$ cat src/rtl/pwm_deadtime.sv
// -----------------------------------------------------------------------------
// pwm_deadtime
//
// Gate-drive stage that sits directly after the space-vector modulator. It
// turns the three single-ended phase commands into complementary high-side /
// low-side gate signals and inserts a dead time at every handover. A sticky
// fault latch forces the whole bridge off until software acknowledges it.
//
// Ports
//   clk      in   system clock (36.864 MHz nominal)
//   rstn     in   asynchronous active-low reset, released synchronously
//   pwm_en   in   1 = bridge may conduct
//   pwm_a/b/c in  phase commands, 1 = high side on, 0 = low side on
//   i_fault  in   external overcurrent / driver fault, active high, already
//                 synchronous to clk
//   pwm_ah/al out phase A high-side / low-side gate (registered)
//   pwm_bh/bl out phase B high-side / low-side gate (registered)
//   pwm_ch/cl out phase C high-side / low-side gate (registered)
//   o_fault  out  sticky fault flag (registered)
//
// Parameters
//   DEADTIME  dead time in clk cycles, legal range 1..1023
//             (37 is about 1.0 us at 36.864 MHz)
//
// Per-phase FSM
//   OFF  : both gates low; leaves to DEAD as soon as the bridge is gated on.
//   DEAD : both gates low for DEADTIME edges; the phase command is sampled
//          only on the exit edge, so toggles inside the window are ignored.
//   ON_H : high side conducts until the command falls.
//   ON_L : low side conducts until the command rises.
//   Any edge where the bridge is not gated on forces OFF and clears the
//   counter, so a re-enable always pays the full dead time.
//
// The FSM state of each phase lives in g_phase[n].r_state / g_phase[n].r_cnt
// with regular names so it can be probed hierarchically.
// -----------------------------------------------------------------------------
module pwm_deadtime #(
  parameter int DEADTIME = 37
) (
  input  logic clk,
  input  logic rstn,
  input  logic pwm_en,
  input  logic pwm_a,
  input  logic pwm_b,
  input  logic pwm_c,
  input  logic i_fault,
  output logic pwm_ah,
  output logic pwm_al,
  output logic pwm_bh,
  output logic pwm_bl,
  output logic pwm_ch,
  output logic pwm_cl,
  output logic o_fault
);

  // Counter width is derived from DEADTIME and is not meant to be overridden.
  localparam int CW = $clog2(DEADTIME + 1);

  // Counter load value on DEAD entry: DEAD lasts for the entry edge plus
  // DEADTIME-1 decrementing edges, so the opposite side turns on exactly
  // DEADTIME edges after the turn-off edge.
  localparam logic [CW-1:0] DT_LOAD = CW'(DEADTIME - 1);

  typedef enum logic [1:0] {
    ST_OFF  = 2'd0,
    ST_DEAD = 2'd1,
    ST_ON_H = 2'd2,
    ST_ON_L = 2'd3
  } phase_state_t;

  logic       r_fault;
  logic       w_fault_now;
  logic       w_gate;
  logic [2:0] w_cmd;
  logic [2:0] w_gate_h;
  logic [2:0] w_gate_l;

  assign w_cmd = {pwm_c, pwm_b, pwm_a};

  // A fault sampled on this edge must already shut the phases off on this
  // same edge, hence the OR with the live input rather than the latch alone.
  assign w_fault_now = i_fault | r_fault;
  assign w_gate      = pwm_en & ~w_fault_now;

  // Sticky fault latch. Set has priority; clearing needs an edge with the
  // fault input low and the bridge disabled, so the modulator has to
  // acknowledge the fault before conduction can resume.
  always_ff @(posedge clk or negedge rstn) begin
    if (!rstn) begin
      r_fault <= 1'b0;
    end else if (i_fault) begin
      r_fault <= 1'b1;
    end else if (!pwm_en) begin
      r_fault <= 1'b0;
    end
  end

  assign o_fault = r_fault;

  for (genvar gi = 0; gi < 3; gi++) begin : g_phase
    phase_state_t    r_state;
    phase_state_t    w_state_nxt;
    logic [CW-1:0]   r_cnt;
    logic [CW-1:0]   w_cnt_nxt;
    logic            r_h;
    logic            r_l;

    // Next-state logic. Losing the gate wins over every other condition,
    // including a direction change or a running dead-time count.
    always_comb begin
      w_state_nxt = r_state;
      w_cnt_nxt   = r_cnt;
      if (!w_gate) begin
        w_state_nxt = ST_OFF;
        w_cnt_nxt   = '0;
      end else begin
        case (r_state)
          ST_OFF: begin
            w_state_nxt = ST_DEAD;
            w_cnt_nxt   = DT_LOAD;
          end
          ST_ON_H: begin
            if (!w_cmd[gi]) begin
              w_state_nxt = ST_DEAD;
              w_cnt_nxt   = DT_LOAD;
            end
          end
          ST_ON_L: begin
            if (w_cmd[gi]) begin
              w_state_nxt = ST_DEAD;
              w_cnt_nxt   = DT_LOAD;
            end
          end
          ST_DEAD: begin
            if (r_cnt != '0) begin
              w_cnt_nxt = r_cnt - 1'b1;
            end else begin
              // Command is sampled only here; a phase may legally return
              // to the side it left if a short pulse was absorbed.
              w_state_nxt = w_cmd[gi] ? ST_ON_H : ST_ON_L;
              w_cnt_nxt   = '0;
            end
          end
          default: begin
            w_state_nxt = ST_OFF;
            w_cnt_nxt   = '0;
          end
        endcase
      end
    end

    // Gates are registered from the next state so they change on the same
    // edge as the state itself; H and L decode from distinct states and so
    // can never be high together.
    always_ff @(posedge clk or negedge rstn) begin
      if (!rstn) begin
        r_state <= ST_OFF;
        r_cnt   <= '0;
        r_h     <= 1'b0;
        r_l     <= 1'b0;
      end else begin
        r_state <= w_state_nxt;
        r_cnt   <= w_cnt_nxt;
        r_h     <= (w_state_nxt == ST_ON_H);
        r_l     <= (w_state_nxt == ST_ON_L);
      end
    end

    assign w_gate_h[gi] = r_h;
    assign w_gate_l[gi] = r_l;
  end

  assign pwm_ah = w_gate_h[0];
  assign pwm_al = w_gate_l[0];
  assign pwm_bh = w_gate_h[1];
  assign pwm_bl = w_gate_l[1];
  assign pwm_ch = w_gate_h[2];
  assign pwm_cl = w_gate_l[2];

endmodule

$ cat config.mk
export PLATFORM = sky130hd
export DESIGN_NAME = pwm_deadtime
export DESIGN_NICKNAME = d
export VERILOG_FILES = /design/src/rtl/pwm_deadtime.sv
export SDC_FILE = /design/constraint.sdc
export NUM_CORES = 1
export LEC_CHECK = 0
export CAP_MARGIN = 20
export CORE_UTILIZATION = 25
export CTS_CLUSTER_SIZE = 14
export DETAILED_ROUTE_END_ITERATION = 10
export PLACE_DENSITY_LB_ADDON = 0.3
export SLEW_MARGIN = 0
export SYNTH_ARGS = -nofsm -noshare
export SYNTH_HDL_FRONTEND = slang
export SYNTH_SLANG_ARGS = --single-unit
$ cat constraint.sdc
create_clock -name clk -period 2.4 [get_ports clk]
set_input_delay 0.36 -clock clk [delete_from_list [all_inputs] [get_ports clk]]
set_output_delay 0.36 -clock clk [all_outputs]
set_load 0.05 [all_outputs]
==> metrics.md <==
| Metric | Value |
|---|---|
| Clk pwr share | `39.3%` |
| Period utilization | `76.2%` |
| Number of synthesized flops with an enable pin | `0` |
| Detail Placement HPWL | `around 2.2 mm` |
| #FFs+latches synth | `31` |
| Dominant synthesized flop cell | `dfrtp_1` |
| CTS H-tree lvls | `2` |
| Chip width | `between 80 and 90 um` |
| Initial antenna violation count | `0` |
| ANT cells | `0` |
| Peak supply drop | `0.235 mV` |
| Post-Route WL | `3.22 mm` |
| Pleak | `0.837 nW` |
| Synth Warn # | `0` |
| Vias in the first global route | `between 1000 and 1500` |
| Status | `completed` |
| Setup tns final | `0 ns` |
| GPL Wtd Cong | `slightly below 0.8` |
| DIE AREA | `6720 um2` |
| DR vias/cell | `4.96` |
| Relative slew margins | `64.6%` |
| DRC Markers | `0` |
| Final setup viols | `0` |
| Initial detailed-routing violation count | `slightly above 70` |
| Critical path required time | `2.04 ns` |
| Via total after detailed routing | `1295` |
| Gr ovfl total | `0` |
| Total power | `1.02 mW` |
| GR Util All Layers | `11.2%` |
| Placed cell count | `254` |
| RSZ-0062 raised after global routing | `no` |
| CTS hold repair buffers | `0` |
| Share of cells above drive strength 1 | `about a tenth` |
| Switching part of the total | `between 20% and 30%` |
| Worst-Margin Slew | `about 0.53 ns` |
| Deepest clock path buffer count | `2` |
| Avg Cell Area, Syn | `9.58 um2` |
| Cell Rows | `28` |
| First-pass GRT wire length | `5.74 mm` |
| Reg clk slew, reported paths | `0.06 ns` |
| Mapped Nets | `between 150 and 200` |
| Sequential power share | `52.8%` |
| Register area share after synthesis | `48.5%` |
| Asr flop ratio synth | `100%` |
| Syn Inst Count | `167` |
| Area Overhead vs Synth | `19.7%` |
| Startpoint types | `register` |
| Worst Skew | `0.00596 ns` |
| Hold_ws | `0.483 ns` |
| CP Buf/Inv Count | `1` |
| Max stage delay on crit path | `0.81 ns` |
| Clk root buf | `clkbuf_8` |
| Drt first pass iters | `4` |
| Die Ht | `82.0 um` |
| CP max stage cell | `clkdlybuf4s50_1` |
| CP top delay family | `buffers and inverters` |
| Power share of the combinational group | `between 7 and 8%` |
| Mapped cell area | `1600 um2` |
| Crit end category | `output port` |
| PnR worst setup slack | `around 0.57 ns` |
| Slew Limit Fails | `0` |
| Fmax | `between 500 and 600 MHz` |
| Post-CTS resize count | `0` |
| CTS Buf Count | `5` |
| Total Nets Final | `196` |
| Antenna Nets Post-Route | `0` |
| Max cap viols | `0` |
| Arr. time, crit path | `1.47 ns` |
| Critical path type | `reg2out` |
| Core footprint | `a little over 6000 um2` |
| Pint | `0.786 mW` |
| Tmin final | `1.83 ns` |
| Postcts setup bufs | `0` |
| Final cell count without fillers | `261` |
| Psw | `0.234 mW` |
| CTS sink cnt | `31` |
| Worst skew pair latency | `0.28 ns` |
| Final Hold Vio Count | `0` |
| Cell Chain, Critical Path | `clkdlybuf4s50_1` |
| WL per Instance | `12.3 um` |
| PortBufs | `13` |
| Min-Delay Path Class | `in2async` |
| I/O Pins | `14` |
| CTS tree | `yes` |
| Initial core utilization | `26.4%` |
| Unique cell type count in the Yosys netlist | `41` |
| Dpl ws | `0.395 ns` |
| Largest net degree at the start of global routing | `32` |
| Crit path max fanout | `4` |
| PwrDens | `532 nW/um2` |
-- layer usage --
metal | vias to the layer above | part of all wire (%) | GRT usage [%]
li1 | 655 | - | -
met1 | 617 | 49 | 14.2
met2 | 16 | 45 | 17.4
met3 | 7 | 3.6 | 3.56
met4 | 0 | 1.6 | 5.09
met5 | - | 0 | 0
-- stage by stage --
| stage | instance area (um2) | util, % |
|---|---|---|
| 2_1_floorplan | 1600 | - |
| 3_3_place_gp | 1830 | 30.2 |
| 3_5_place_dp | 1830 | 30.2 |
| 4_1_cts | 1920 | 31.6 |
| 5_1_grt | 1920 | 31.6 |
| 6_report | 1920 | 31.6 |
-- kinds of logic after synthesis --
logic type / count (synthesis) / share of synthesized area (%)
and+or+nand+nor: 60 / 21.0
DFF: 31 / 48.5
buffers and inverters: 17 / 4.22
xor gates and xnor gates: 3 / 1.64
AOI/OAI and AO/OA: 52 / 21.7
adders and majority gates: 3 / 2.35
muxes: 1 / 0.626
-- state kept, by name (all words and copies together), names as in the netlist --
signal,cells
pwm_cl,1
pwm_ah,1
g_phase.r_state,6
g_phase.r_cnt,18
pwm_al,1
o_fault,1
pwm_bh,1
pwm_ch,1
pwm_bl,1
-- Yosys cell counts, types with 2 or more instances --
cell       number  area share (%)
o22ai_1         4             1.6
xor2_1          3             1.6
a311oi_1        2             1.1
and3_1          4             1.6
nand2_1        10             2.3
a21oi_1        13             4.1
o2bb2ai_1       2             1.1
a31oi_1         3             1.2
nand2b_1        8             3.1
o311ai_0        3             1.6
nor3b_1         3             1.4
a21o_2          2             1.1
nor2_1          7             1.6
nand4_1         3             1.2
a21o_1          2            0.94
inv_1          13             3.0
nor4b_1         2             1.1
clkbuf_1        3            0.70
o21ai_0        11             3.4
nand3_1         5             1.6
ha_1            3             2.3
nor3_1          6             1.9
o31ai_1         3             1.4
nor2b_1         3             1.2
or2_2           3             1.2
dfrtp_1        31              48
-- final timing paths --
| check | to | startpoint | slack, ns | cells after the start |
|---|---|---|---|---|
| worst min-delay path | pwm_cl | rstn | 0.48 | 2 |
| max in group asynchronous | pwm_ah | rstn | 1.62 | 2 |
| worst max register to register | g_phase[2].r_cnt[1] | g_phase[2].r_cnt[0] | 0.66 | 6 |
| worst min register to register | g_phase[0].r_cnt[4] | g_phase[0].r_cnt[4] | 0.51 | 1 |
| min in group clk | g_phase[0].r_cnt[4] | g_phase[0].r_cnt[4] | 0.51 | 1 |
| worst max-delay path | o_fault | o_fault | 0.57 | 1 |
-- layout by cell type, fill, tap and decap left out, types with 4 or more instances in the layout --
| master | netlist | final |
|---|---|---|
| nand2b_1 | 8 | 8 |
| clkbuf_8 | 0 | 6 |
| nor2_1 | 7 | 7 |
| nand2_1 | 10 | 10 |
| clkdlybuf4s50_1 | 0 | 13 |
| nor3_1 | 6 | 6 |
| o22ai_1 | 4 | 4 |
| nand3_1 | 5 | 5 |
| dfrtp_1 | 31 | 31 |
| inv_1 | 13 | 13 |
| and3_1 | 4 | 4 |
| a21oi_1 | 13 | 13 |
| o21ai_0 | 11 | 11 |
-- area by class of cell --
| cell class | instances | area [um2] |
|---|---|---|
| Sequential cell | 31 | 776 |
| Timing Repair Buffer | 16 | 153 |
| Multi-Input combinational cell | 119 | 757 |
| Clock inverter | 1 | 5.00 |
| Fill cell | 636 | 4150 |
| Inverter | 13 | 48.8 |
| Tap cell | 75 | 93.8 |
| Clock buffer | 6 | 82.6 |
-- power groups by stage --
| stage | sequential (mW) | combinational [mW] | clock [mW] |
|---|---|---|---|
| global placement | 0.548 | 0.0816 | 0 |
| finish | 0.538 | 0.0803 | 0.401 |
| detailed placement | 0.548 | 0.0812 | 0 |
| global route | 0.539 | 0.0904 | 0.446 |
| CTS | 0.538 | 0.0817 | 0.424 |
| floorplan | 0.551 | 0.0384 | 0 |
(Power assumes the default switching activity.)
